===== src/rtl/sigmoid_backward_stream.sv =====
// Sigmoid backward pass on a valid/ready stream: dx = g * y*(1-y), y clamped to [0,1]; optional rounding via SIGMOID_BWD_ROUND_EN.
// Latency: 3 register stages (clamp, s = y*(1-y), dx = g*s); one element per cycle when out_ready stays high.
// Backpressure: one global advance (!out_valid || out_ready) stalls every stage together; in_ready equals advance.
module sigmoid_backward_stream #(
  parameter int WIDTH_in_data     = 16,
  parameter int WIDTH_each_data_x = 17,
  parameter int WIDTH_each_data_y = 33
) (
  input  logic                         clk,
  input  logic                         rstn,
  input  logic                         in_valid,
  output logic                         in_ready,
  input  logic [WIDTH_each_data_y-1:0] in_y,
  input  logic [WIDTH_each_data_x-1:0] in_g,
  output logic                         out_valid,
  input  logic                         out_ready,
  output logic [WIDTH_each_data_x-1:0] out_dx,
  output logic                         out_last,
  output logic                         out_clip
);

  localparam int FRAME = WIDTH_in_data * WIDTH_in_data;
  localparam int CW    = $clog2(FRAME);
  localparam int WX    = WIDTH_each_data_x;
  localparam int WY    = WIDTH_each_data_y;
  // clamped y lives in [0, 2^28] so 29 unsigned bits are enough
  localparam int YW    = 29;
  // s = (yc*(2^28-yc)) >> 28 taken from a 57-bit product keeps 29 bits (value never exceeds 2^26)
  localparam int SW    = 29;
  // signed g times zero-extended s
  localparam int PW    = WX + SW + 1;
  localparam logic [YW-1:0] ONE = 29'h1000_0000;

  logic advance;
  logic accept;
  assign advance  = !out_valid || out_ready;
  assign in_ready = advance;
  assign accept   = in_valid && advance;

  // frame position of the next accepted element
  logic [CW-1:0] elem_cnt;
  logic          cnt_last;
  assign cnt_last = (elem_cnt == CW'(FRAME - 1));

  // S1 combinational clamp of the incoming activation
  logic          y_neg;
  logic          y_big;
  logic [YW-1:0] yc_next;
  assign y_neg   = in_y[WY-1];
  assign y_big   = $signed(in_y) > $signed({{(WY-YW){1'b0}}, ONE});
  assign yc_next = y_neg ? '0 : (y_big ? ONE : in_y[YW-1:0]);

  logic          s1_vld, s1_last, s1_clip;
  logic [YW-1:0] s1_yc;
  logic [WX-1:0] s1_g;

  logic          s2_vld, s2_last, s2_clip;
  logic [SW-1:0] s2_s;
  logic [WX-1:0] s2_g;

  // S2 full-precision unsigned product of yc and its complement
  logic [56:0] s2_prod;
  assign s2_prod = 57'(s1_yc) * 57'(ONE - s1_yc);

  // S3 full-precision signed product of gradient and slope
  logic signed [PW-1:0] s3_prod;
  logic signed [PW-1:0] s3_sum;
  assign s3_prod = PW'($signed(s2_g)) * PW'($signed({1'b0, s2_s}));
`ifdef SIGMOID_BWD_ROUND_EN
  // half an output LSB so the shift below rounds half up
  localparam logic signed [PW-1:0] RND = PW'(64'd134217728);
  assign s3_sum = s3_prod + RND;
`else
  assign s3_sum = s3_prod;
`endif

  // element counter: advances on each accepted input, wraps after the frame's last element
  always_ff @(posedge clk or negedge rstn) begin
    if (!rstn) begin
      elem_cnt <= '0;
    end else if (accept) begin
      elem_cnt <= cnt_last ? '0 : elem_cnt + 1'b1;
    end
  end

  // stage 1: register the clamped activation, gradient and tags
  always_ff @(posedge clk or negedge rstn) begin
    if (!rstn) begin
      s1_vld  <= 1'b0;
      s1_yc   <= '0;
      s1_g    <= '0;
      s1_last <= 1'b0;
      s1_clip <= 1'b0;
    end else if (advance) begin
      s1_vld  <= in_valid;
      s1_yc   <= yc_next;
      s1_g    <= in_g;
      s1_last <= cnt_last;
      s1_clip <= y_neg || y_big;
    end
  end

  // stage 2: register the sigmoid slope s = yc*(1-yc)
  always_ff @(posedge clk or negedge rstn) begin
    if (!rstn) begin
      s2_vld  <= 1'b0;
      s2_s    <= '0;
      s2_g    <= '0;
      s2_last <= 1'b0;
      s2_clip <= 1'b0;
    end else if (advance) begin
      s2_vld  <= s1_vld;
      s2_s    <= SW'(s2_prod >> 28);
      s2_g    <= s1_g;
      s2_last <= s1_last;
      s2_clip <= s1_clip;
    end
  end

  // stage 3: register dx = g*s scaled back to 14 fractional bits; held while downstream stalls
  always_ff @(posedge clk or negedge rstn) begin
    if (!rstn) begin
      out_valid <= 1'b0;
      out_dx    <= '0;
      out_last  <= 1'b0;
      out_clip  <= 1'b0;
    end else if (advance) begin
      out_valid <= s2_vld;
      out_dx    <= WX'(s3_sum >>> 28);
      out_last  <= s2_last;
      out_clip  <= s2_clip;
    end
  end

endmodule

===== config.mk =====
export PLATFORM = sky130hd
export DESIGN_NAME = sigmoid_backward_stream
export DESIGN_NICKNAME = d
export VERILOG_FILES = /design/src/rtl/sigmoid_backward_stream.sv
export SDC_FILE = /design/constraint.sdc
export NUM_CORES = 2
export LEC_CHECK = 0
export CAP_MARGIN = 25
export CORE_MARGIN = 1.5
export CORE_UTILIZATION = 53
export DETAILED_ROUTE_END_ITERATION = 10
export PLACE_DENSITY_LB_ADDON = 0.3
export SYNTH_ARGS = -nofsm -noshare
export SYNTH_HDL_FRONTEND = slang
export SYNTH_SLANG_ARGS = --single-unit
export TNS_END_PERCENT = 100

===== constraint.sdc =====
create_clock -name clk -period 9 [get_ports clk]
set_input_delay 1.8 -clock clk [delete_from_list [all_inputs] [get_ports clk]]
set_output_delay 1.8 -clock clk [all_outputs]
set_load 0.01 [all_outputs]

Word-level counts from Yosys, hierarchy flattened:

Cells that the tools add are included.

* reductions and logical operators: 4
* multiplexer cells: 3
* $mul: 2
* eq/ne operators: 1
* $lt $le $gt $ge: 1
* add/subtract/negate cells: 2

Operators by type and width (count)
* two-way mux 29 bit: 2
* multiplier 30 x 30 -> 57 bit: 1
* multiplier 17 x 30 -> 45 bit: 1
* greater-than comparator 33 x 30 -> 1 bit (second input constant): 1
* subtractor 29 x 29 -> 30 bit (first input constant): 1
* adder 8 x 1 -> 8 bit (second input constant): 1
* equality test 8 bit (second input constant): 1
* two-way mux 8 bit: 1
* logical OR 1 bit: 2
* logical AND 1 bit: 1
* logical NOT 1 bit: 1

* register bits: 126
* output and inout bits: 21
* logic and storage cells: 28

Longest topological paths before layout:

* depth in word-level cells: 3
* gate-level depth with buffers: 38
* depth with buffers taken out: 34

Worst setup path before layout:

No wires, ideal clock.

* kind: reg-to-reg
* start: register s1_yc[0]
* end: register s2_s[27]
* required time: 8.931 ns
* setup time: 0.069 ns
* setup slack: -0.927 ns
* clock period less this slack: 9.927 ns
* data arrival time: 9.858 ns
* cell stages (with the launch flop): 35
* cell sequence: dfrtp_1 buf_4 inv_1 buf_1 ha_1 nor3b_1 nand2_1 nor3_1 nand2b_1 or3_1 or2_2 or4_1 ha_1 clkbuf_1 nor2b_1 fa_1 fa_1 fa_1 fa_1 fa_1 fa_1 fa_1 inv_1 fa_1 inv_1 ha_1 clkbuf_1 nand4_1 nor3_1 o2111a_1 a211oi_1 o21ai_1 a221o_1 or4b_2 nand3_1

* word-level cells in the longest chain between the ends: 2

RTL lines
* from (decl): line 54 `logic [YW-1:0] s1_yc;`
* from (signal assigned): line 96 `s1_yc <= yc_next;`
* subtractor 29 x 29 -> 30 bit: line 63 `assign s2_prod = 57'(s1_yc) * 57'(ONE - s1_yc);`
* multiplier 30 x 30 -> 57 bit (*): line 63
* to (signal assigned): line 113 `s2_s <= SW'(s2_prod >> 28);`
* to (decl): line 58 `logic [SW-1:0] s2_s;`

Every way passes the cells marked *; elsewhere a longest branch is shown, timed or not.
A chain may end at the register's enable or synchronous reset.

Worst setup path in the final report:

* start: register s1_yc[5]
* end: register s2_s[27]

Same word-level chain as after synthesis.

==> flow_metrics.tcl <==
set metrics [dict create \
    antenna_found_initial 2 \
    ys_types 65 \
    muxShareOfSynthArea 0.000637 \
    grt_pass1_vias 38800 \
    dp_hpwl_um 104000 \
    placementRows 111 \
    synthToLayoutAreaGrowth_pct 9.86 \
    post_drt_wl_per_cell_um 19.3 \
    grt_pass1_wl_um 211000 \
    cp_max_fo 7 \
    die_w_um 307 \
    htreeDepth 4 \
    yosysWarnings 0 \
    synthesis.area_um2 49100 \
    synth_top_family_by_area "adder cells" \
    register_area_um2 3150 \
    syn-num-nets 7010 \
    io_buffer_count 74 \
    min_period_ns 9.17 \
    clockRootBuffer "clkbuf_16" \
    drive_gt1_frac 0.0849 \
    async_reset_ff_frac 1.00 \
    slew_violations 0 \
    cts_tree "done" \
    synthCells 5379 \
    pre_cts_ws_ns -0.382 \
    syn_avg_cell_area_um2 9.14 \
    grtUsageTotal 0.289 \
    synth_compound_area_frac 0.0396 \
    coreArea_um2 91800 \
    required_ns 9.42 \
    drtIter0Drc 2348 \
    synthAdderAreaFrac 0.578 \
    path_class "reg -> reg" \
    nFillCells 7984 \
    clk_pin_slew_ns 0.07 \
    cts_buffer_depth 2 \
    worst_skew_pair.late_latency_ns 0.49 \
    fmax_ghz 0.109 \
    vias 35800 \
    slowest_stage "or4b_2" \
    synth-simple-area-share 0.187 \
    finalHoldViolations 0 \
    grt_overflow 0 \
    grt_max_degree 80 \
    post-route-util 0.588 \
    io_pins 75 \
    tns_ns -0.391 \
    synthFlopType "dfrtp_1" \
    worst_slack_ns -0.167 \
    slowest_delay_ns 0.61 \
    multi_input_area_um2 40700 \
    tightest_slew_ns 0.989 \
    cts_buffers 17 \
    dr.pass1.iters 8 \
    period_share 1.02 \
    synth_edf_count 0 \
    violations "negative setup slack" \
    die_area_um2 94600 \
    nNetsFinal 7094 \
    crit_path_end_kind "register" \
    setup_viol_count_final 6 \
    seq_area_frac_synth 0.0642 \
    cp_common_cell "fa_1" \
    post-route-drc-count 0 \
    drtAntennaViolNets 0 \
    status "finished with violations" \
    synth_seq_cells 126 \
    via_per_inst 5.33 \
    cts_num_sinks 126 \
    start_kind "register" \
    slew_headroom 0.341 \
    start_util 0.535 \
    fp.dieH_um 307 \
    min_path_type "reg -> reg" \
    cap_violations 0 \
    worstPathArrival_ns 9.59 \
    drt-total-wl_um 130000 \
    clock_skew_ns 0.0173 \
    rsz0062_at_grt "true" \
    synth-xor-area-share 0.00909 \
    gp_congestion 0.909 \
    hold_ws_ns 0.463 \
]
-- flip-flops by register name, summed over array words and instances, names as in the netlist --
register and flops:
elem_cnt 8, out_clip 1, out_dx 17, out_last 1
out_valid 1, s1_clip 1, s1_g 17, s1_last 1
s1_vld 1, s1_yc 29, s2_clip 1, s2_g 17
s2_last 1, s2_s 29, s2_vld 1
-- path summary, 6_finish.rpt --
path | from | endpoint | slack [ns] | cells past startpoint
worst max-delay path | s1_yc[5] | s2_s[27] | -0.17 | 28
max in group asynchronous | rstn | s1_yc[1] | 6.35 | 2
worst min-delay path | s2_vld | s2_vld | 0.46 | 2
worst max register to register | s1_yc[5] | s2_s[27] | -0.17 | 28
min in group asynchronous | rstn | s1_yc[24] | 1.26 | 1
worst min register to register | s2_vld | s2_vld | 0.46 | 2
-- routing by layer --
layer  global-route usage  share of wire  vias up
li1                     -              -    15800
met4               0.0914          0.035        2
met3               0.0423          0.072      248
met5                    0        0.00010        -
met2                0.480           0.48     1292
met1                0.391           0.42    18500
-- critical path, delay by kind of cell (launching register included) --
kind	cells	cell delay [ns]
adders and majority gates	10	4.14
and+or+nand+nor	8	2.95
AOI/OAI and AO/OA	6	1.27
DFF	1	0.43
buffers and inverters	4	0.33
-- cells by family after synthesis --
family | Yosys count
DFF | 126
adders and majority gates | 1577
buffers and inverters | 1597
and+or+nand+nor | 1725
AOI/OAI and AO/OA | 300
muxes | 3
xor gates and xnor gates | 51
-- what timing repair did --
action | 4_1_cts | 5_1_grt
gates resized for setup | 50 | 99
setup endpoints to repair | 23 | 26
hold buffers | 0 | 0
setup buffers | 26 | 11
cloned | 1 | 0
pin swaps | 20 | 53
-- area by class of cell --
class                           instances  share of cell area
Clock buffer                           18             0.00814
Timing Repair Buffer                  352              0.0572
Inverter                             1310              0.0912
Multi-Input combinational cell       3656               0.754
Tap cell                             1243              0.0288
Clock inverter                         14             0.00223
Antenna cell                            1           0.0000464
Sequential cell                       126              0.0584
-- per-stage QoR --
step                      cell area, um2  instances
after CTS                          53400       6708
after global routing               54000       6719
after global placement             52300       6646
after floorplan                    49300       5379
after detailed placement           52400       6650
final                              54000       6720
-- Yosys cell counts, drive strengths merged (16+ instances only) --
cell type / number / area share
nand2: 540 / 0.041
ha: 423 / 0.11
xor2: 16 / 0.0029
nor2b: 300 / 0.038
clkbuf: 281 / 0.021
xnor2: 35 / 0.0062
nor3: 18 / 0.0018
nand2b: 452 / 0.058
and2: 177 / 0.023
fa: 1154 / 0.47
o21ai: 56 / 0.0058
nand4: 20 / 0.0025
a21o: 37 / 0.0057
a22o: 25 / 0.0045
inv: 1310 / 0.10
dfrtp: 126 / 0.064
a21oi: 96 / 0.0098
nor2: 125 / 0.0095
-- layout by cell type (no fill, tap or decap), types with 8 or more instances in the layout --
cell type | synthesis | routed
ha_1 | 423 | 402
buf_12 | 0 | 8
o31ai_1 | 9 | 9
buf_4 | 1 | 251
clkbuf_16 | 0 | 17
dfrtp_1 | 126 | 125
fa_2 | 0 | 13
inv_1 | 1310 | 1302
a21o_1 | 37 | 37
ha_4 | 0 | 14
a21oi_2 | 0 | 11
nand3_1 | 13 | 13
o21ai_0 | 54 | 45
nand2b_1 | 452 | 447
a22o_1 | 25 | 25
nor2b_2 | 0 | 9
and2_1 | 177 | 177
nor2b_1 | 300 | 289
nor2_1 | 125 | 117
nor4_1 | 13 | 9
nor3_1 | 18 | 12
a31oi_1 | 10 | 10
xnor2_1 | 35 | 32
clkdlybuf4s50_1 | 0 | 73
nand2_1 | 540 | 535
fa_1 | 1154 | 1141
a21oi_1 | 96 | 84
o21bai_1 | 9 | 8
xor2_1 | 16 | 15
and3_1 | 13 | 13
nand4_1 | 20 | 20
buf_6 | 0 | 13
or2_2 | 14 | 13
Power is left out: the tool's default activity adds up to more than one toggle a clock period on the data nets, which glitch-free logic cannot reach.
